File: src/rtl/slave_mux_n_if.sv
// Register-bus bundle for slave_mux_n: front-end request/response side plus the
// N-way slave fan-out. The router uses the slave modport; the driving side uses master.
interface slave_mux_n_if #(
    parameter int N_SLAVES = 4,
    parameter int ADDR_W   = 7,
    parameter int DATA_W   = 8,
    parameter int SEL_W    = 2
);
    logic [ADDR_W-1:0]          i_addr;
    logic [DATA_W-1:0]          i_wr_data;
    logic                       i_wr_stb;
    logic                       i_rd_stb;
    logic                       o_busy;
    logic                       o_done;
    logic                       o_err;
    logic [DATA_W-1:0]          o_rd_data;
    logic [N_SLAVES-1:0]        o_sel;
    logic [ADDR_W-SEL_W-1:0]    o_addr;
    logic [DATA_W-1:0]          o_wr_data;
    logic                       o_wr_stb;
    logic                       o_rd_stb;
    logic [N_SLAVES-1:0]        i_ack;
    logic [N_SLAVES*DATA_W-1:0] i_rd_data;

    modport slave (
        input  i_addr, i_wr_data, i_wr_stb, i_rd_stb, i_ack, i_rd_data,
        output o_busy, o_done, o_err, o_rd_data, o_sel, o_addr, o_wr_data,
        output o_wr_stb, o_rd_stb
    );

    modport master (
        output i_addr, i_wr_data, i_wr_stb, i_rd_stb, i_ack, i_rd_data,
        input  o_busy, o_done, o_err, o_rd_data, o_sel, o_addr, o_wr_data,
        input  o_wr_stb, o_rd_stb
    );
endinterface

File: src/rtl/slave_mux_n.sv
// Register-bus router: decodes the slave index from the top address bits, strobes the
// selected slave once and returns its ack/read data. Define SLAVE_MUX_N_TIMEOUT_EN to abort stalled transfers.
module slave_mux_n #(
    parameter int                N_SLAVES = 4,
    parameter int                ADDR_W   = 7,
    parameter int                DATA_W   = 8,
    parameter int                SEL_W    = 2,
    parameter int                TIMEOUT  = 15,
    parameter logic [DATA_W-1:0] DEF_DATA = DATA_W'(8'hFF)
) (
    input  logic         i_clk,
    input  logic         i_reset,
    slave_mux_n_if.slave bus
);
    localparam int LOC_W = ADDR_W - SEL_W;

    typedef enum logic [1:0] {IDLE, XFER, ERR} state_t;

    if ((2 ** SEL_W) < N_SLAVES || TIMEOUT < 1) begin : g_param_check
        $error("slave_mux_n: SEL_W too small for N_SLAVES or TIMEOUT < 1");
    end

    state_t              state_q, state_d;
    logic [N_SLAVES-1:0] sel_q, sel_d;
    logic [SEL_W-1:0]    idx_q, idx_d;
    logic                wr_op_q, wr_op_d;
    logic [LOC_W-1:0]    addr_q, addr_d;
    logic [DATA_W-1:0]   wr_data_q, wr_data_d;
    logic [DATA_W-1:0]   rd_data_q, rd_data_d;
    logic                wr_stb_q, wr_stb_d;
    logic                rd_stb_q, rd_stb_d;
    logic                done_q, done_d;
    logic                err_q, err_d;

    logic                ack_sel;
    logic [DATA_W-1:0]   rd_sel;
    logic [SEL_W-1:0]    req_idx;
    logic                req;

`ifdef SLAVE_MUX_N_TIMEOUT_EN
    localparam int CNT_W = $clog2(TIMEOUT + 1);
    logic [CNT_W-1:0] cnt_q, cnt_d;
`endif

    assign req_idx = bus.i_addr[ADDR_W-1 -: SEL_W];
    assign req     = bus.i_wr_stb | bus.i_rd_stb;

    // Only the latched slave's ack and data are visible; all other acks are ignored.
    always_comb begin
        ack_sel = 1'b0;
        rd_sel  = '0;
        for (int k = 0; k < N_SLAVES; k++) begin
            if (idx_q == SEL_W'(k)) begin
                ack_sel = bus.i_ack[k];
                rd_sel  = bus.i_rd_data[k*DATA_W +: DATA_W];
            end
        end
    end

    always_comb begin
        state_d   = state_q;
        sel_d     = sel_q;
        idx_d     = idx_q;
        wr_op_d   = wr_op_q;
        addr_d    = addr_q;
        wr_data_d = wr_data_q;
        rd_data_d = rd_data_q;
        wr_stb_d  = 1'b0;
        rd_stb_d  = 1'b0;
        done_d    = 1'b0;
        err_d     = 1'b0;
`ifdef SLAVE_MUX_N_TIMEOUT_EN
        cnt_d     = cnt_q;
`endif
        case (state_q)
            IDLE: begin
                if (req) begin
                    idx_d     = req_idx;
                    wr_op_d   = bus.i_wr_stb;
                    addr_d    = bus.i_addr[LOC_W-1:0];
                    wr_data_d = bus.i_wr_data;
`ifdef SLAVE_MUX_N_TIMEOUT_EN
                    cnt_d     = '0;
`endif
                    // A simultaneous read request is dropped in favour of the write.
                    if (int'(req_idx) < N_SLAVES) begin
                        state_d  = XFER;
                        sel_d    = N_SLAVES'(1) << req_idx;
                        wr_stb_d = bus.i_wr_stb;
                        rd_stb_d = ~bus.i_wr_stb;
                    end else begin
                        state_d  = ERR;
                    end
                end
            end
            XFER: begin
`ifdef SLAVE_MUX_N_TIMEOUT_EN
                cnt_d = cnt_q + CNT_W'(1);
`endif
                if (ack_sel) begin
                    state_d = IDLE;
                    sel_d   = '0;
                    done_d  = 1'b1;
                    if (!wr_op_q) rd_data_d = rd_sel;
                end
`ifdef SLAVE_MUX_N_TIMEOUT_EN
                // cnt_q counts XFER cycles already elapsed; an ack in the last one still wins.
                else if (cnt_q == CNT_W'(TIMEOUT - 1)) begin
                    state_d = IDLE;
                    sel_d   = '0;
                    done_d  = 1'b1;
                    err_d   = 1'b1;
                    if (!wr_op_q) rd_data_d = DEF_DATA;
                end
`endif
            end
            ERR: begin
                state_d = IDLE;
                done_d  = 1'b1;
                err_d   = 1'b1;
                if (!wr_op_q) rd_data_d = DEF_DATA;
            end
            default: state_d = IDLE;
        endcase
    end

    always_ff @(posedge i_clk) begin
        if (i_reset) begin
            state_q   <= IDLE;
            sel_q     <= '0;
            idx_q     <= '0;
            wr_op_q   <= 1'b0;
            addr_q    <= '0;
            wr_data_q <= '0;
            rd_data_q <= DEF_DATA;
            wr_stb_q  <= 1'b0;
            rd_stb_q  <= 1'b0;
            done_q    <= 1'b0;
            err_q     <= 1'b0;
`ifdef SLAVE_MUX_N_TIMEOUT_EN
            cnt_q     <= '0;
`endif
        end else begin
            state_q   <= state_d;
            sel_q     <= sel_d;
            idx_q     <= idx_d;
            wr_op_q   <= wr_op_d;
            addr_q    <= addr_d;
            wr_data_q <= wr_data_d;
            rd_data_q <= rd_data_d;
            wr_stb_q  <= wr_stb_d;
            rd_stb_q  <= rd_stb_d;
            done_q    <= done_d;
            err_q     <= err_d;
`ifdef SLAVE_MUX_N_TIMEOUT_EN
            cnt_q     <= cnt_d;
`endif
        end
    end

    assign bus.o_busy    = (state_q != IDLE);
    assign bus.o_done    = done_q;
    assign bus.o_err     = err_q;
    assign bus.o_rd_data = rd_data_q;
    assign bus.o_sel     = sel_q;
    assign bus.o_addr    = addr_q;
    assign bus.o_wr_data = wr_data_q;
    assign bus.o_wr_stb  = wr_stb_q;
    assign bus.o_rd_stb  = rd_stb_q;
endmodule

File: src/flat_wrapper.sv
// flat-port wrapper written by rule: the top's interface ports become plain ports
module slave_mux_n_flat 
#(
    parameter int                N_SLAVES = 4,
    parameter int                ADDR_W   = 7,
    parameter int                DATA_W   = 8,
    parameter int                SEL_W    = 2,
    parameter int                TIMEOUT  = 15,
    parameter logic [DATA_W-1:0] DEF_DATA = DATA_W'(8'hFF)
)
  (i_clk, i_reset, bus_i_addr, bus_i_wr_data, bus_i_wr_stb, bus_i_rd_stb, bus_i_ack, bus_i_rd_data, bus_o_busy, bus_o_done, bus_o_err, bus_o_rd_data, bus_o_sel, bus_o_addr, bus_o_wr_data, bus_o_wr_stb, bus_o_rd_stb);
  slave_mux_n_if #(.N_SLAVES(N_SLAVES), .ADDR_W(ADDR_W), .DATA_W(DATA_W), .SEL_W(SEL_W)) bus_i ();
  input  logic i_clk;
  input  logic i_reset;
  input wire logic [$bits(bus_i.i_addr)-1:0] bus_i_addr;
  input wire logic [$bits(bus_i.i_wr_data)-1:0] bus_i_wr_data;
  input wire logic [$bits(bus_i.i_wr_stb)-1:0] bus_i_wr_stb;
  input wire logic [$bits(bus_i.i_rd_stb)-1:0] bus_i_rd_stb;
  input wire logic [$bits(bus_i.i_ack)-1:0] bus_i_ack;
  input wire logic [$bits(bus_i.i_rd_data)-1:0] bus_i_rd_data;
  output wire logic [$bits(bus_i.o_busy)-1:0] bus_o_busy;
  output wire logic [$bits(bus_i.o_done)-1:0] bus_o_done;
  output wire logic [$bits(bus_i.o_err)-1:0] bus_o_err;
  output wire logic [$bits(bus_i.o_rd_data)-1:0] bus_o_rd_data;
  output wire logic [$bits(bus_i.o_sel)-1:0] bus_o_sel;
  output wire logic [$bits(bus_i.o_addr)-1:0] bus_o_addr;
  output wire logic [$bits(bus_i.o_wr_data)-1:0] bus_o_wr_data;
  output wire logic [$bits(bus_i.o_wr_stb)-1:0] bus_o_wr_stb;
  output wire logic [$bits(bus_i.o_rd_stb)-1:0] bus_o_rd_stb;
  assign bus_i.i_addr = bus_i_addr;
  assign bus_i.i_wr_data = bus_i_wr_data;
  assign bus_i.i_wr_stb = bus_i_wr_stb;
  assign bus_i.i_rd_stb = bus_i_rd_stb;
  assign bus_i.i_ack = bus_i_ack;
  assign bus_i.i_rd_data = bus_i_rd_data;
  assign bus_o_busy = bus_i.o_busy;
  assign bus_o_done = bus_i.o_done;
  assign bus_o_err = bus_i.o_err;
  assign bus_o_rd_data = bus_i.o_rd_data;
  assign bus_o_sel = bus_i.o_sel;
  assign bus_o_addr = bus_i.o_addr;
  assign bus_o_wr_data = bus_i.o_wr_data;
  assign bus_o_wr_stb = bus_i.o_wr_stb;
  assign bus_o_rd_stb = bus_i.o_rd_stb;
  slave_mux_n #(.N_SLAVES(N_SLAVES), .ADDR_W(ADDR_W), .DATA_W(DATA_W), .SEL_W(SEL_W), .TIMEOUT(TIMEOUT), .DEF_DATA(DEF_DATA)) u_core (.i_clk(i_clk), .i_reset(i_reset), .bus(bus_i));
endmodule
File: config.mk
export PLATFORM = sky130hd
export DESIGN_NAME = slave_mux_n_flat
export DESIGN_NICKNAME = d
export VERILOG_FILES = /design/src/rtl/slave_mux_n_if.sv /design/src/rtl/slave_mux_n.sv /design/src/flat_wrapper.sv
export SDC_FILE = /design/constraint.sdc
export NUM_CORES = 1
export LEC_CHECK = 0
export ABC_AREA = 0
export CAP_MARGIN = 20
export CORE_MARGIN = 2
export CORE_UTILIZATION = 41
export CTS_CLUSTER_SIZE = 8
export DETAILED_ROUTE_END_ITERATION = 10
export HOLD_SLACK_MARGIN = 0.05
export PLACE_DENSITY = 0.86
export SLEW_MARGIN = 5
export SYNTH_ARGS = -nofsm -noshare
export SYNTH_HDL_FRONTEND = slang
export SYNTH_SLANG_ARGS = --single-unit
File: constraint.sdc
create_clock -name i_clk -period 2.7 [get_ports i_clk]
set_input_delay 0.54 -clock i_clk [delete_from_list [all_inputs] [get_ports i_clk]]
set_output_delay 0.54 -clock i_clk [all_outputs]
set_load 0.01 [all_outputs]
==> summary.md, run 1 <==
| Metric | Value |
|---|---|
| Residual DRC count | `0` |
| Worst Path Max Fanout | `13` |
| CP startpoint kind | `flip-flop` |
| Largest net degree at the start of global routing | `15` |
| HP Class | `reg -> reg` |
| Placed Instances | `272` |
| Clk Latency, worst-skew pair | `330 ps` |
| Simple-gate share of the synthesized area | `11.5%` |
| Main combinational cell family by area after synthesis | `compound AO/OA/AOI/OAI gates` |
| Setup tns final | `0 ps` |
| Async S/R FF share, synth | `0%` |
| Share of cells above drive strength 1 | `14.1%` |
| Fin. Hold Viols | `0` |
| # resized after CTS | `0` |
| Layout area overhead | `64.2%` |
| Die footprint | `4100 um^2` |
| Syn. warnings | `0` |
| Filler Cell Count | `262` |
| Mapped Nets | `202` |
| Pre-antenna DRT Iters | `4` |
| Req. time, crit path | `2160 ps` |
| Slowest-stage cell, CP | `clkdlybuf4s50_1` |
| Mapped Cells | `147` |
| IO buf count | `83` |
| Htree depth | `2` |
| PD cells | `477 nW/um^2` |
| Clk sink count | `32` |
| Slew Viols, Final | `0` |
| Most frequent cells in the layout | `83 x clkdlybuf4s50_1, 32 x dfxtp_1, 30 x nand2_1, 16 x a21oi_1, 10 x inv_1` |
| Most used flip-flop cell after synthesis | `dfxtp_1` |
| Post-Synth XOR/XNOR Area | `0%` |
| Seq/Total Area, Yosys | `43.4%` |
| Max-slew headroom | `51.1%` |
| Crit path cell chain | `clkdlybuf4s50_1` |
| Unrepaired setup endpoints after global routing | `false` |
| Multi-input logic area | `744 um^2` |
| Commonest non-fill, non-tap cell in the layout | `clkdlybuf4s50_1` |
| Worst-Margin Slew | `713 ps` |
| Chip width | `64.0 um` |
| Synthesized area per cell | `10.1 um^2` |
| CORE AREA | `3390 um^2` |
| Vias in the first global route | `1,353` |
| Maximum VDD drop | `381 uV` |
| Clock tree root driver cell | `clkbuf_4` |
| Mux cell area share after synthesis | `15.1%` |
| CP max stage delay | `610 ps` |
| FF+latch count, synth | `32` |
| Cts bufs inserted | `5` |
| Clk buf depth | `2` |
| Synth unique cells | `28` |
| I/O pins | `85` |
| Starting DRC count in detailed routing | `50` |
| Gr ovfl total | `0` |
| Status | `finished clean` |
| Period utilization | `75.9%` |
| Final GP Congestion | `0.759` |
| Final net count | `288` |
| # diodes | `0` |
| HPWL after DPL | `2910 um` |
| Routed vias | `1,408` |
| Register area | `641 um^2` |
| Fin cells | `280` |
| Tmin final | `2050 ps` |
| Die Y-Extent | `64.0 um` |
| Initial Util | `43.6%` |
| Row count | `21` |
| CTS tree | `built` |
| EDFF count, synth | `0` |
| First-pass GRT wire length | `6270 um` |
| Hold_buf cts | `0` |
| Critical path arrival | `1510 ps` |
| Vias/cell | `5.03` |
| GRT Util Overall | `19.7%` |
| Max frequency | `488 MHz` |
| Initial antenna violation count | `0` |
| Leakage power | `0.917 nW` |
| Routed WL | `3810 um` |
| Final Power | `0.00116 W` |
| Adder-Cell Fraction of Synth Area | `0%` |
| Final Setup Violations | `0` |
| Layout Skew | `8.21 ps` |
| Avg WL per Cell | `13.6 um` |
| WP buf/inv | `1` |
| Top delay family on crit path | `buffers and inverters` |
| ANT nets after route | `0` |
| Post-CTS Setup Bufs | `0` |
| Clock Pin Slew Worst Setup and Hold Paths | `100 ps` |
| Class of the most critical setup path | `reg -> out` |
| CP Capture Type | `output port` |
| Mapped Area | `1480 um^2` |
| Max-cap viol count | `0` |
| Complex-gate fraction of the synthesized area | `23.5%` |
==> metal layers <==
metal / GRT usage (%) / vias up / share of wire [%]
met5: 0 / - / 0
met4: 4.89 / 0 / 0.89
met3: 10.0 / 5 / 12
met2: 31.0 / 64 / 45
met1: 23.9 / 630 / 42
li1: - / 709 / -
==> synthesized netlist by cell type, types with 2 or more instances <==
cell,n,area (um^2)
dfxtp_1,32,641
nand2_1,30,113
a21oi_1,16,80.1
inv_1,10,37.5
mux4_2,9,203
o211ai_2,8,100
o221ai_1,8,70.1
buf_2,5,25.0
clkbuf_1,3,11.3
nor3_1,3,15.0
a22o_1,2,17.5
a32o_1,2,20.0
buf_4,2,15.0
mux2i_1,2,20.0
nor2_1,2,7.51
==> final cells by class <==
type                    instances  share of cell area, %
well taps                      46                   2.37
inverters                      11                   1.70
repair buffers                 89                   36.1
flip-flops and latches         32                   26.4
clock buffers                   6                   2.11
multi-input cells              94                   30.7
clock inverters                 2                  0.619
==> registers in the layout (all words and copies together) (netlist names) <==
signal / count
u_core.bus.o_addr: 5
u_core.bus.o_done: 1
u_core.bus.o_rd_data: 8
u_core.bus.o_rd_stb: 1
u_core.bus.o_sel: 4
u_core.bus.o_wr_data: 8
u_core.bus.o_wr_stb: 1
u_core.idx_q: 2
u_core.state_q: 1
u_core.wr_op_q: 1
==> cell families (layout without fill, tap and decap cells) <==
group / Yosys count / after routing
AO/OA/AOI/OAI: 42 / 42
AND/OR/NAND/NOR: 40 / 40
flip-flops: 32 / 32
buffers and inverters: 21 / 108
multiplexers: 11 / 11
other: 1 / 1
==> power by group <==
part           leakage [nW]  internal, W  switching, W
combinational         0.623     0.000198      0.000129
clock                0.0305     0.000126      0.000167
sequential            0.263     0.000508     0.0000266
total                 0.917     0.000833      0.000324
==> stage by stage <==
stage                     area [um^2]  utilization [%]  setup WS, ps  hold WS (ps)
final                            2430             71.6           652           457
after global routing             2430             71.6           538           480
after CTS                        2430             71.6           631           460
after detailed placement         2360             69.6           594           447
after global placement           2360             69.6           624           442
after floorplan                  1480                -          1150           459
==> path summary, 6_finish.rpt <==
check                       start                 endpoint  slack (ps)  depth (start not counted)
max             u_core.state_q[0]               bus_o_busy         650                          1
min          u_core.bus.o_addr[4]     u_core.bus.o_addr[4]         460                          2
max reg2reg       u_core.idx_q[1]  u_core.bus.o_rd_data[2]         760                          3
min reg2reg  u_core.bus.o_addr[4]     u_core.bus.o_addr[4]         460                          2
Power figures use the tool's default switching activity.
==> inputs of run 2 (changes only) <==
--- a/config.mk
+++ b/config.mk
@@ -8,11 +8,11 @@
 export ABC_AREA = 0
 export CAP_MARGIN = 20
 export CORE_MARGIN = 2
-export CORE_UTILIZATION = 41
+export CORE_UTILIZATION = 38
 export CTS_CLUSTER_SIZE = 8
 export DETAILED_ROUTE_END_ITERATION = 10
 export HOLD_SLACK_MARGIN = 0.05
-export PLACE_DENSITY = 0.86
+export PLACE_DENSITY = 0.8
 export SLEW_MARGIN = 5
 export SYNTH_ARGS = -nofsm -noshare
 export SYNTH_HDL_FRONTEND = slang
==> constraint.sdc (replaced) <==
create_clock -name i_clk -period 2.13 [get_ports i_clk]
set_input_delay 0.426 -clock i_clk [delete_from_list [all_inputs] [get_ports i_clk]]
set_output_delay 0.426 -clock i_clk [all_outputs]
set_load 0.01 [all_outputs]
==> run 2 against run 1 <==
  * Setup slack lost 260 ps
  * Flip-flop and latch count unchanged
  * First-iteration DRC count is 78% higher
  * Via count rose by 0.43%
  * Design area is 2.4% higher
  * Clock skew fell by 6.1 ps
  * Hold slack got worse by 2.9 ps
  * Critical path depth up 2
  * Non-clock buffer count rose by 2
==> summary.md, run 2 (synthesis gave the netlist of run 1 again) <==
| Metric | Value |
|---|---|
| Slew Viols, Final | `0` |
| Row count | `22` |
| First-pass GRT wire length | `5960 um` |
| Vias in the first global route | `1,303` |
| PD cells | `667 nW/um^2` |
| Tmin final | `1740 ps` |
| Routed WL | `3760 um` |
| Clk sink count | `32` |
| Most frequent cells in the layout | `83 x clkdlybuf4s50_1, 32 x dfxtp_1, 30 x nand2_1, 16 x a21oi_1, 10 x inv_1` |
| Clk buf depth | `2` |
| Largest net degree at the start of global routing | `17` |
| Crit path cell chain | `mux2i_1 > o22a_4 > o211ai_2` |
| IO buf count | `83` |
| Final core occ | `67.4%` |
| Final net count | `290` |
| Setup tns final | `0 ps` |
| Htree depth | `2` |
| Worst Path Max Fanout | `9` |
| Req. time, crit path | `2290 ps` |
| CTS tree | `built` |
| Gr ovfl total | `0` |
| GRT Util Overall | `17.8%` |
| Clk Latency, worst-skew pair | `280 ps` |
| Max-slew headroom | `51.1%` |
| Worst-Margin Slew | `713 ps` |
| CP max stage delay | `660 ps` |
| Cts bufs inserted | `5` |
| Maximum VDD drop | `505 uV` |
| Clock tree root driver cell | `clkbuf_8` |
| Filler Cell Count | `307` |
| Final Setup Violations | `0` |
| I/O pins | `85` |
| Layout area overhead | `68.2%` |
| # resized after CTS | `0` |
| Share of cells above drive strength 1 | `14.4%` |
| Unrepaired setup endpoints after global routing | `false` |
| HPWL after DPL | `2970 um` |
| Commonest non-fill, non-tap cell in the layout | `clkdlybuf4s50_1` |
| Die footprint | `4400 um^2` |
| Clock Pin Slew Worst Setup and Hold Paths | `60 ps` |
| Avg WL per Cell | `13.2 um` |
| Initial Util | `40.1%` |
| HP Class | `reg -> reg` |
| Initial antenna violation count | `0` |
| Fin. Hold Viols | `0` |
| Routed vias | `1,414` |
| CP startpoint kind | `flip-flop` |
| Critical path arrival | `1890 ps` |
| Layout Skew | `2.14 ps` |
| Pre-antenna DRT Iters | `4` |
| Final GP Congestion | `0.812` |
| Leakage power | `0.953 nW` |
| Chip width | `66.4 um` |
| Die Y-Extent | `66.4 um` |
| Class of the most critical setup path | `reg -> reg` |
| Max-cap viol count | `0` |
| Hold_buf cts | `0` |
| Starting DRC count in detailed routing | `89` |
| Post-CTS Setup Bufs | `0` |
| Vias/cell | `4.98` |
| CORE AREA | `3690 um^2` |
| CP Capture Type | `flip-flop` |
| Period utilization | `81.5%` |
| Status | `finished clean` |
| ANT nets after route | `0` |
| Slowest-stage cell, CP | `mux2i_1` |
| Max frequency | `576 MHz` |
| Residual DRC count | `0` |
| # diodes | `0` |
[run 2: final timing paths]
kind         depth (start not counted)  slack (ps)            startpoint                       to
max                                  3         390       u_core.idx_q[1]  u_core.bus.o_rd_data[7]
min                                  2         450  u_core.bus.o_addr[4]     u_core.bus.o_addr[4]
max reg2reg                          3         390       u_core.idx_q[1]  u_core.bus.o_rd_data[7]
min reg2reg                          2         450  u_core.bus.o_addr[4]     u_core.bus.o_addr[4]
[run 2: final cells by class]
type | count | area (um^2) | share of cell area (%)
tap | 48 | 60.1 | 2.42
clock inverter | 2 | 35.0 | 1.41
clock buffer | 6 | 72.6 | 2.92
multi-input combinational | 94 | 744 | 30.0
sequential | 32 | 641 | 25.8
inverter | 11 | 41.3 | 1.66
timing repair buffer | 91 | 891 | 35.9
[run 2: routing by layer]
metal  part of all wire, %  GRT usage, %  vias up
met5                     0             0        -
met4                  0.43          5.36        0
met3                    11          8.86        2
met2                    46          27.8       55
met1                    42          21.3      645
li1                      -             -      712
[run 2: worst max-delay path: cells and delay by family, from the launching register on]
kind            cells  cell delay, ps
compound gates      2             440
mux                 1             660
flops               1             500
[run 2: per-stage QoR]
step	worst slack (ps)	instances	cell area, um^2	power (W)	hold WS, ps
detailed placement	133	276	2380	0.00112	447
finish	395	284	2480	0.00166	454
floorplan	691	147	1480	0.000887	459
global placement	178	276	2380	0.00111	441
global route	262	284	2480	0.00174	476
CTS	394	284	2480	0.00168	456
[run 2: power by group]
group          leakage (nW)  internal [W]  total [W]  switching, W
Clock                0.0552      0.000347   0.000559      0.000212
Combinational         0.634      0.000255   0.000428      0.000173
Sequential            0.263      0.000645   0.000672     0.0000264
